`src/rtl/vram_uart_dumper.sv`:
```
// vram_uart_dumper: drains a contiguous range of DATA_W-bit words from
// data-memory port B and sends them byte by byte (byte 0 first, LSB first)
// on a UART 8N1 transmit line.
module vram_uart_dumper #(
    parameter int CLKS_PER_BIT = 434,
    parameter int ADDR_W       = 15,
    parameter int DATA_W       = 128
) (
    input  logic              clk,
    input  logic              reset,
    input  logic              start,
    input  logic [ADDR_W-1:0] base_addr,
    input  logic [15:0]       word_count,
    output logic [ADDR_W-1:0] address_b,
    input  logic [DATA_W-1:0] q_b,
    output logic              tx,
    output logic              busy,
    output logic              done
);

    localparam int NBYTES = DATA_W / 8;
    localparam int BIDX_W = (NBYTES > 1) ? $clog2(NBYTES) : 1;
    localparam int CNT_W  = 16;

    typedef enum logic [2:0] {
        IDLE, ADDR, CAPT, START_BIT, DATA_BITS, STOP_BIT, FINISH
    } state_t;

    state_t              state_q, state_d;
    logic [ADDR_W-1:0]   addr_reg_q, addr_reg_d;
    logic [ADDR_W-1:0]   address_b_q, address_b_d;
    logic [15:0]         words_left_q, words_left_d;
    logic [DATA_W-1:0]   word_buf_q, word_buf_d;
    logic [BIDX_W-1:0]   byte_idx_q, byte_idx_d;
    logic [2:0]          bit_idx_q, bit_idx_d;
    logic [CNT_W-1:0]    baud_cnt_q, baud_cnt_d;
    logic                tx_q, tx_d;
    logic                busy_q, busy_d;
    logic                done_q, done_d;

    logic                bit_end;
    logic [7:0]          cur_byte;
    logic [2:0]          bit_nxt;
    logic [ADDR_W-1:0]   addr_nxt;

    // The byte on the wire always sits in the low 8 bits of word_buf; the
    // buffer is shifted down one byte after each stop bit.
    assign bit_end  = (baud_cnt_q == CNT_W'(CLKS_PER_BIT - 1));
    assign cur_byte = word_buf_q[7:0];
    assign bit_nxt  = bit_idx_q + 3'd1;
    assign addr_nxt = addr_reg_q + ADDR_W'(1);

    // Next-state and next-output computation; outputs are decided one cycle
    // ahead so tx/busy/done/address_b come straight from flops.
    always_comb begin
        state_d      = state_q;
        addr_reg_d   = addr_reg_q;
        address_b_d  = address_b_q;
        words_left_d = words_left_q;
        word_buf_d   = word_buf_q;
        byte_idx_d   = byte_idx_q;
        bit_idx_d    = bit_idx_q;
        baud_cnt_d   = baud_cnt_q;
        tx_d         = tx_q;
        busy_d       = busy_q;
        done_d       = 1'b0;
        case (state_q)
            IDLE: begin
                tx_d = 1'b1;
                if (start) begin
                    addr_reg_d   = base_addr;
                    words_left_d = word_count;
                    if (word_count == 16'd0) begin
                        state_d = FINISH;
                        done_d  = 1'b1;
                        busy_d  = 1'b0;
                    end else begin
                        state_d     = ADDR;
                        address_b_d = base_addr;
                        busy_d      = 1'b1;
                    end
                end
            end
            ADDR: state_d = CAPT;
            CAPT: begin
                word_buf_d = q_b;
                byte_idx_d = '0;
                baud_cnt_d = '0;
                tx_d       = 1'b0;
                state_d    = START_BIT;
            end
            START_BIT: begin
                if (bit_end) begin
                    baud_cnt_d = '0;
                    bit_idx_d  = 3'd0;
                    tx_d       = cur_byte[0];
                    state_d    = DATA_BITS;
                end else begin
                    baud_cnt_d = baud_cnt_q + CNT_W'(1);
                end
            end
            DATA_BITS: begin
                if (bit_end) begin
                    baud_cnt_d = '0;
                    if (bit_idx_q == 3'd7) begin
                        tx_d    = 1'b1;
                        state_d = STOP_BIT;
                    end else begin
                        bit_idx_d = bit_nxt;
                        tx_d      = cur_byte[bit_nxt];
                    end
                end else begin
                    baud_cnt_d = baud_cnt_q + CNT_W'(1);
                end
            end
            STOP_BIT: begin
                if (bit_end) begin
                    baud_cnt_d = '0;
                    if (byte_idx_q != BIDX_W'(NBYTES - 1)) begin
                        // Next byte of the same word: no idle gap.
                        byte_idx_d = byte_idx_q + BIDX_W'(1);
                        word_buf_d = word_buf_q >> 8;
                        tx_d       = 1'b0;
                        state_d    = START_BIT;
                    end else begin
                        words_left_d = words_left_q - 16'd1;
                        if (words_left_q != 16'd1) begin
                            addr_reg_d  = addr_nxt;
                            address_b_d = addr_nxt;
                            state_d     = ADDR;
                        end else begin
                            state_d = FINISH;
                            done_d  = 1'b1;
                            busy_d  = 1'b0;
                        end
                    end
                end else begin
                    baud_cnt_d = baud_cnt_q + CNT_W'(1);
                end
            end
            FINISH: state_d = IDLE;
            default: state_d = IDLE;
        endcase
    end

    // State register; reset aborts any frame and forces the line idle high.
    always_ff @(posedge clk or negedge reset) begin
        if (!reset) begin
            state_q      <= IDLE;
            addr_reg_q   <= '0;
            address_b_q  <= '0;
            words_left_q <= '0;
            word_buf_q   <= '0;
            byte_idx_q   <= '0;
            bit_idx_q    <= '0;
            baud_cnt_q   <= '0;
            tx_q         <= 1'b1;
            busy_q       <= 1'b0;
            done_q       <= 1'b0;
        end else begin
            state_q      <= state_d;
            addr_reg_q   <= addr_reg_d;
            address_b_q  <= address_b_d;
            words_left_q <= words_left_d;
            word_buf_q   <= word_buf_d;
            byte_idx_q   <= byte_idx_d;
            bit_idx_q    <= bit_idx_d;
            baud_cnt_q   <= baud_cnt_d;
            tx_q         <= tx_d;
            busy_q       <= busy_d;
            done_q       <= done_d;
        end
    end

    assign address_b = address_b_q;
    assign tx        = tx_q;
    assign busy      = busy_q;
    assign done      = done_q;

endmodule

```
`config.mk`:
```
export PLATFORM = sky130hd
export DESIGN_NAME = vram_uart_dumper
export DESIGN_NICKNAME = d
export VERILOG_FILES = /design/src/rtl/vram_uart_dumper.sv
export SDC_FILE = /design/constraint.sdc
export NUM_CORES = 1
export LEC_CHECK = 0
export ABC_AREA = 1
export BUFFER_PORTS_ARGS = -buffer_cell sky130_fd_sc_hd__buf_2
export CORE_ASPECT_RATIO = 1.75
export CORE_MARGIN = 2
export CORE_UTILIZATION = 63
export CTS_BUF_LIST = sky130_fd_sc_hd__clkbuf_2
export CTS_CLUSTER_DIAMETER = 100
export DETAILED_ROUTE_END_ITERATION = 8
export GPL_ROUTABILITY_DRIVEN = 0
export PLACE_DENSITY = 0.88
export SLEW_MARGIN = 20
export SYNTH_ARGS = -nofsm -noshare
export SYNTH_HDL_FRONTEND = slang
export SYNTH_SLANG_ARGS = --single-unit
export TNS_END_PERCENT = 20
```
`constraint.sdc`:
```
create_clock -name clk -period 3.9 [get_ports clk]
set_input_delay 0.78 -clock clk [delete_from_list [all_inputs] [get_ports clk]]
set_output_delay 0.78 -clock clk [all_outputs]
set_load 0.02 [all_outputs]
```
==> flow_metrics.py, run 1 <==
metrics = {
    "place": {
        "io_buffer_count": 179,
        "dp_cells": 1874,
        "dp_hpwl_microns": 19400,
    },
    "clocking": {
        "clkTransAtPathRegs_ns": 0.12,
        "cts_resized": 0,
        "cts_made_buffers": 46,
        "ctsLongestPathBuffers": 3,
        "cts_tree": "yes",
        "cts_hold_buf": 0,
        "cts_max_level": 2,
        "cts_root_buffer": "clkbuf_2",
        "postCtsSetupBuffers": 0,
        "clock-sinks": 203,
        "insertion_delay_ns": 0.74,
    },
    "synthesis": {
        "synth_seq_cells": 203,
        "synth_top_cell_by_area": "dfrtp_1",
        "synth_cell_types": 38,
        "yosys_warnings": 0,
        "synth-edff-count": 0,
        "syn_area_per_cell_sq_um": 7.15,
        "synth_top_area_share_pct": 46.3,
        "ys.flop_type": "dfrtp_1",
        "synth-seq-area-share_pct": 46.5,
        "ys_top_cells_by_area": "dfrtp_1, nand2_1, o21ai_0, inv_1, o21ai_1",
        "synth_area_sq_um": 10900,
        "syn_nets": 1698,
        "synth_cells": 1528,
        "postSynth.asyncResetShare_pct": 100,
    },
    "pwr": {
        "p_leak_nw": 6.57,
        "combPwrFrac_pct": 42.0,
        "switching_share_pct": 43.8,
        "peakVddDrop_uv": 402,
        "p_sw_w": 0.00368,
        "power.density_nw_per_um2": 683,
        "pwr-share-clk_pct": 16.5,
        "seqPwrFrac_pct": 41.5,
        "p_int_w": 0.00472,
    },
    "critical_path": {
        "reg2reg_from": "byte_idx_q[0]$_DFFE_PN0P_",
        "crit_required_ns": 4.55,
        "crit_type": "flop to flop",
        "arrival_ns": 3.16,
        "r2r_cells": 9,
        "cp-start-kind": "flop",
        "cp-end-kind": "flop",
        "reg2reg_slack_ns": 1.39,
        "crit_fanout": 89,
        "worstReg2RegEnd": "word_buf_q[53]$_DFFE_PN0P_",
    },
    "route": {
        "routed_wl_microns": 27600,
        "wire_per_inst_microns": 14.1,
        "vias": 10400,
        "drc_errors": 0,
        "drtIter0Drc": 750,
        "via_per_inst": 5.33,
        "dr.pass1.iters": 5,
        "ant_nets": 0,
    },
    "hold_path": {
        "hold_class": "input pin to async pin",
    },
    "run": {
        "drv_cap": 0,
    },
    "final_layout": {
        "mostFrequentLayoutCells": "nand2_1, o21ai_0, dfrtp_1, inv_1, buf_2",
        "mostFrequentLayoutCell": "nand2_1",
        "nets": 1865,
        "drive_gt1_share_pct": 16.6,
        "fin_util_pct": 72.6,
        "area_delta_synth_final_pct": 12.6,
        "layoutNonFillerInstCount": 1954,
        "fill_cells": 1379,
    },
    "global_routing": {
        "grt_util_all_layers_pct": 30.0,
        "grt_overflow_total": 0,
        "first_global_vias": 10000,
        "grt_pass1_wl_microns": 45400,
        "antenna_found_initial": 3,
        "grt_max_degree": 278,
    },
    "status": {
        "status": "finished, final reports clean",
    },
    "timing": {
        "hold_viol_final": 0,
        "rsz0062_at_grt": "no",
        "skew_ns": 0.0320,
        "worst_pin_slew_ns": 1.05,
        "fin_crit_sh_pct": 64.4,
        "maxSlewHeadroom_pct": 30.2,
        "final_max_slew_viol_count": 0,
        "setup_viol": 0,
        "tns_ns": 0,
        "period_minus_slack_ns": 2.51,
        "fmax_mhz": 398,
    },
    "floorplanning": {
        "initial_core_util_pct": 64.5,
        "die_x_microns": 104,
        "fp.dieH_microns": 178,
        "num_rows": 63,
        "io_pins": 180,
        "die-area_sq_um": 18400,
        "core_sq_um": 16900,
    },
}
[state kept, by name, summed over array words and instances (netlist names)]
signal and count:
word_buf_q 128, baud_cnt_q 16, addr_reg_q 15, address_b 15, tx 1, bit_idx_q 3, busy 1, byte_idx_q 4
words_left_q 16, state_q 3, done 1
[power by group through the flow]
stage	Sequential [W]	Clock, W	Combinational [W]
finish	0.00349	0.00139	0.00353
global route	0.00357	0.00152	0.00404
global placement	0.00349	0	0.00335
CTS	0.00348	0.00142	0.00352
floorplan	0.00351	0	0.00261
detailed placement	0.00351	0	0.00350
[critical path, cell delays in order (launching register included)]
cell and delay [ns]:
dfrtp_1 0.43, ha_1 0.23, nand3_1 0.13, nand3_1 0.20, nor2_2 0.24, nor2_4 0.11, inv_6 0.43, buf_12 0.36
nand2_1 0.12, o21ai_0 0.10
[per-stage QoR]
stage	hold WS (ns)	power (W)	area [sq um]	setup WS, ns
floorplan	0.442	0.00612	10900	2.14
global placement	0.457	0.00684	11900	1.46
detailed placement	0.459	0.00701	11900	1.42
CTS	0.0744	0.00842	12300	1.40
global route	0.0844	0.00914	12300	1.15
finish	0.0437	0.00841	12300	1.39
[logic make-up after synthesis]
kind of cell	Yosys count	share of synthesized area, %
buffers and inverters	258	9.97
DFF	203	46.5
AOI/OAI and AO/OA	310	14.4
adders and majority gates	8	0.916
muxes	1	0.0916
and+or+nand+nor	740	27.5
xor gates and xnor gates	8	0.641
[synthesized netlist by cell type, types with 2 or more instances]
cell and number:
nand2_1 548, o21ai_0 213, dfrtp_1 202, inv_1 180, o21ai_1 77, nor2_1 74
nand3_1 71, clkbuf_1 32, buf_2 16, nand4_1 15, a21oi_1 14, nor3_1 11
buf_6 10, ha_1 8, or2_2 7, xor2_1 7, buf_4 6, inv_2 6
buf_1 5, nand2_2 3, nor2_2 3, nor2_4 3, o21bai_1 2
[area by class of cell]
class	count	area [sq um]	share of cell area, %
flip-flops and latches	203	5080	41.3
multi-input cells	1067	4760	38.7
repair buffers	189	1030	8.37
inverters	188	711	5.78
clock buffers	62	310	2.52
well taps	227	284	2.31
clock inverters	17	124	1.01
diodes	1	2.50	0.0203
[how the worst max path moves through the flow]
stage          slack, ns                    endpoint                 startpoint
2_1_floorplan       2.14    address_b[4]$_DFFE_PN0P_                      start
3_3_place_gp        1.46   baud_cnt_q[6]$_DFFE_PN0P_     state_q[2]$_DFFE_PN0P_
3_5_place_dp        1.42   baud_cnt_q[6]$_DFFE_PN0P_     state_q[2]$_DFFE_PN0P_
4_1_cts             1.40   baud_cnt_q[6]$_DFFE_PN0P_     state_q[2]$_DFFE_PN0P_
5_1_grt             1.15  word_buf_q[53]$_DFFE_PN0P_  baud_cnt_q[7]$_DFFE_PN0P_
6_report            1.39  word_buf_q[53]$_DFFE_PN0P_  byte_idx_q[0]$_DFFE_PN0P_
[layer usage]
layer | wire length, microns | vias to the layer above | global-route usage [%]
li1 | - | 5179 | -
met1 | 10400 | 4825 | 33.5
met2 | 14800 | 333 | 55.7
met3 | 1440 | 85 | 5.33
met4 | 1010 | 2 | 13.3
met5 | 13 | - | 0
Power figures use the tool's default switching activity.
==> run 2: changes to the inputs <==
ABC_AREA = 0   (was 1)
CORE_UTILIZATION = 53   (was 63)
PLACE_DENSITY = 0.79   (was 0.88)
clock period = 2.16 ns   (was 3.9 ns; I/O delays follow)
==> flow_metrics.py, run 2 <==
metrics = {
    "synthesis": {
        "postSynth.asyncResetShare_pct": 100,
        "synth_area_sq_um": 10400,
        "syn_nets": 1204,
        "synth_most_common_cell": "dfrtp_1",
        "synth_cell_types": 68,
        "ys_top_cells_by_area": "dfrtp_1, mux2i_1, nand2_1, o21ai_0, o21ai_1",
        "synth_seq_cells": 203,
        "synth_cells": 1034,
        "yosys_warnings": 0,
        "synth-seq-area-share_pct": 48.9,
        "synth_commonest_cells": "dfrtp_1, nand2_1, mux2i_1",
        "synth-edff-count": 0,
        "syn_area_per_cell_sq_um": 10.1,
        "synth_top_cell_by_area": "dfrtp_1",
        "synth_top_area_share_pct": 48.6,
        "ys.flop_type": "dfrtp_1",
    },
    "timing": {
        "hold_viol_final": 0,
        "final_max_slew_viol_count": 0,
        "skew_ns": 0.0707,
        "fmax_mhz": 470,
        "worst_pin_slew_ns": 0.569,
        "tns_ns": 0,
        "rsz0062_at_grt": "yes",
        "setup_viol": 0,
        "period_minus_slack_ns": 2.13,
        "fin_crit_sh_pct": 98.4,
        "maxSlewHeadroom_pct": 61.7,
    },
    "pwr": {
        "p_leak_nw": 6.44,
        "peakVddDrop_uv": 448,
        "power_w": 0.00758,
        "combPwrFrac_pct": 11.0,
        "p_int_w": 0.00543,
        "switching_share_pct": 28.4,
        "p_sw_w": 0.00215,
        "seqPwrFrac_pct": 53.6,
        "power.density_nw_per_um2": 537,
        "pwr-share-clk_pct": 35.4,
    },
    "critical_path": {
        "worstReg2RegEnd": "word_buf_q[68]$_DFFE_PN0P_",
        "reg2reg_from": "baud_cnt_q[1]$_DFFE_PN0P_",
        "crit_path_top_delay_cell": "dfrtp_1",
        "r2r_cells": 10,
        "crit_fanout": 66,
        "critPathBufInv": 5,
        "path_common_cell": "buf_12",
        "crit_chain": "inv_1, ha_1, nor4b_4, and4_4, buf_6, buf_12, a31oi_4, buf_12, buf_12, o21ai_0",
        "crit_type": "flop to flop",
        "reg2reg_slack_ns": 0.03,
        "slowest_delay_ns": 0.40,
        "cp-start-kind": "flop",
        "arrival_ns": 2.88,
        "crit_required_ns": 2.92,
        "crit_family": "buffers and inverters",
        "cp-end-kind": "flop",
    },
    "global_routing": {
        "grt_max_degree": 67,
        "grt_util_all_layers_pct": 31.7,
        "grt_overflow_total": 0,
        "antenna_found_initial": 1,
        "first_global_vias": 10500,
        "grt_pass1_wl_microns": 51800,
    },
    "route": {
        "vias": 9895,
        "via_per_inst": 5.80,
        "wire_per_inst_microns": 19.0,
        "ant_nets": 0,
        "drc_errors": 0,
        "dr.pass1.iters": 7,
        "routed_wl_microns": 32400,
        "drtIter0Drc": 627,
    },
    "final_layout": {
        "nets": 1595,
        "largest_reg_flops": 128,
        "area_delta_synth_final_pct": 35.9,
        "mostFrequentLayoutCell": "dfrtp_1",
        "fin_util_pct": 73.6,
        "regMostFlops": "word_buf_q",
        "fill_cells": 1288,
        "mostFrequentLayoutCells": "dfrtp_1, buf_2, nand2_1, dlygate4sd3_1, mux2i_1",
        "top_regs": "word_buf_q: 128 flops, baud_cnt_q: 16 flops, words_left_q: 16 flops",
        "drive_gt1_share_pct": 26.2,
    },
    "clocking": {
        "cts_tree": "yes",
        "ctsLongestPathBuffers": 3,
        "insertion_delay_ns": 0.85,
        "cts_max_level": 2,
        "cts_root_buffer": "clkbuf_2",
        "clkTransAtPathRegs_ns": 0.12,
        "clock-sinks": 203,
        "cts_made_buffers": 49,
    },
    "place": {
        "io_buffer_count": 179,
        "dp_hpwl_microns": 19000,
    },
    "run": {
        "drv_cap": 0,
    },
    "hold_path": {
        "hold_class": "input pin to flop",
        "whs_path_depth": 4,
        "hold_start": "word_count[8]",
        "holdPathEnd": "words_left_q[8]$_DFFE_PN0P_",
    },
    "floorplanning": {
        "die-area_sq_um": 20800,
        "die_x_microns": 110,
        "fp.dieH_microns": 189,
        "io_pins": 180,
        "core_sq_um": 19200,
        "num_rows": 67,
        "initial_core_util_pct": 54.2,
    },
    "status": {
        "status": "finished, final reports clean",
    },
}
-- run 2: cell count changes after synthesis, moves of 17 or more --
| cell | previous run | this run |
|---|---|---|
| nand2_1 | 548 | 161 |
| inv_1 | 180 | 10 |
| a21oi_1 | 14 | 41 |
| o21ai_1 | 77 | 53 |
| nor2_1 | 74 | 44 |
| buf_2 | 16 | 33 |
| nand3_1 | 71 | 25 |
| mux2i_1 | 1 | 121 |
| o21ai_0 | 213 | 107 |
-- run 2: worst max-delay path by stage --
stage          cells past startpoint  slack, ns                         start                          end
6_report                          10       0.03     baud_cnt_q[1]$_DFFE_PN0P_   word_buf_q[68]$_DFFE_PN0P_
5_1_grt                           11      -0.06     baud_cnt_q[1]$_DFFE_PN0P_  word_buf_q[106]$_DFFE_PN0P_
4_1_cts                            6      -0.02  words_left_q[13]$_DFFE_PN0P_     address_b[6]$_DFFE_PN0P_
3_5_place_dp                       7      -0.18     baud_cnt_q[1]$_DFFE_PN0P_     address_b[2]$_DFFE_PN0P_
3_3_place_gp                       7      -0.09     baud_cnt_q[1]$_DFFE_PN0P_     address_b[1]$_DFFE_PN0P_
2_1_floorplan                      9       0.09     baud_cnt_q[1]$_DFFE_PN0P_    address_b[10]$_DFFE_PN0P_
-- run 2: area by class of cell --
cell class	count	area (sq um)	share of cell area, %
well taps	241	302	2.13
repair buffers	407	3280	23.2
inverters	10	37.5	0.266
multi-input cells	754	4970	35.2
clock buffers	72	360	2.55
diodes	1	2.50	0.0177
clock inverters	18	96.3	0.682
flip-flops and latches	203	5080	36.0
-- run 2: timing repair --
action,CTS,global route
endpoints found under the setup margin,147,141
setup buffers,3,5
resized for setup,7,23
hold endpoints to repair,335,0
gates cloned,2,2
pin swaps,3,2
hold buffers,156,0
-- run 2: power by group through the flow --
stage,Clock (W),Sequential [W],Combinational [W]
2_1_floorplan,0,0.00411,0.000234
3_5_place_dp,0,0.00412,0.000583
4_1_cts,0.00269,0.00405,0.000803
5_1_grt,0.00292,0.00408,0.000920
6_report,0.00268,0.00406,0.000837
3_3_place_gp,0,0.00412,0.000563
-- run 2: kinds of logic after synthesis --
family                   Yosys count  synth area share (%)
multiplexers                     149                  15.4
flip-flops                       203                  48.9
adder cells (fa/ha/maj)            8                 0.963
buffers and inverters             77                  3.74
AND/OR/NAND/NOR                  306                  13.7
AO/OA/AOI/OAI                    273                  15.8
XOR/XNOR                          18                  1.52
-- run 2: metrics by stage --
stage,instance area (sq um),setup slack [ns],hold slack (ns),cells
2_1_floorplan,10400,0.0874,0.136,1034
5_1_grt,14100,-0.0630,0.0219,1706
3_3_place_gp,11900,-0.0896,0.460,1447
6_report,14100,0.0341,0.0761,1706
3_5_place_dp,11900,-0.178,0.460,1447
4_1_cts,14000,-0.0210,0.00455,1698
-- run 2: per-layer routing --
layer	GRT usage [%]	wire length, microns	up-vias
li1	-	-	4517
met1	34.4	11500	4794
met2	56.6	17400	447
met3	5.85	1780	137
met4	17.2	1800	0
met5	0	0	-
-- run 2: worst reg2reg max path, delay by kind of cell (launching register included) --
family	cells	cell delay [ns]
AND/OR/NAND/NOR	2	0.48
flip-flops	1	0.40
adder cells (fa/ha/maj)	1	0.15
buffers and inverters	5	0.68
AO/OA/AOI/OAI	2	0.38
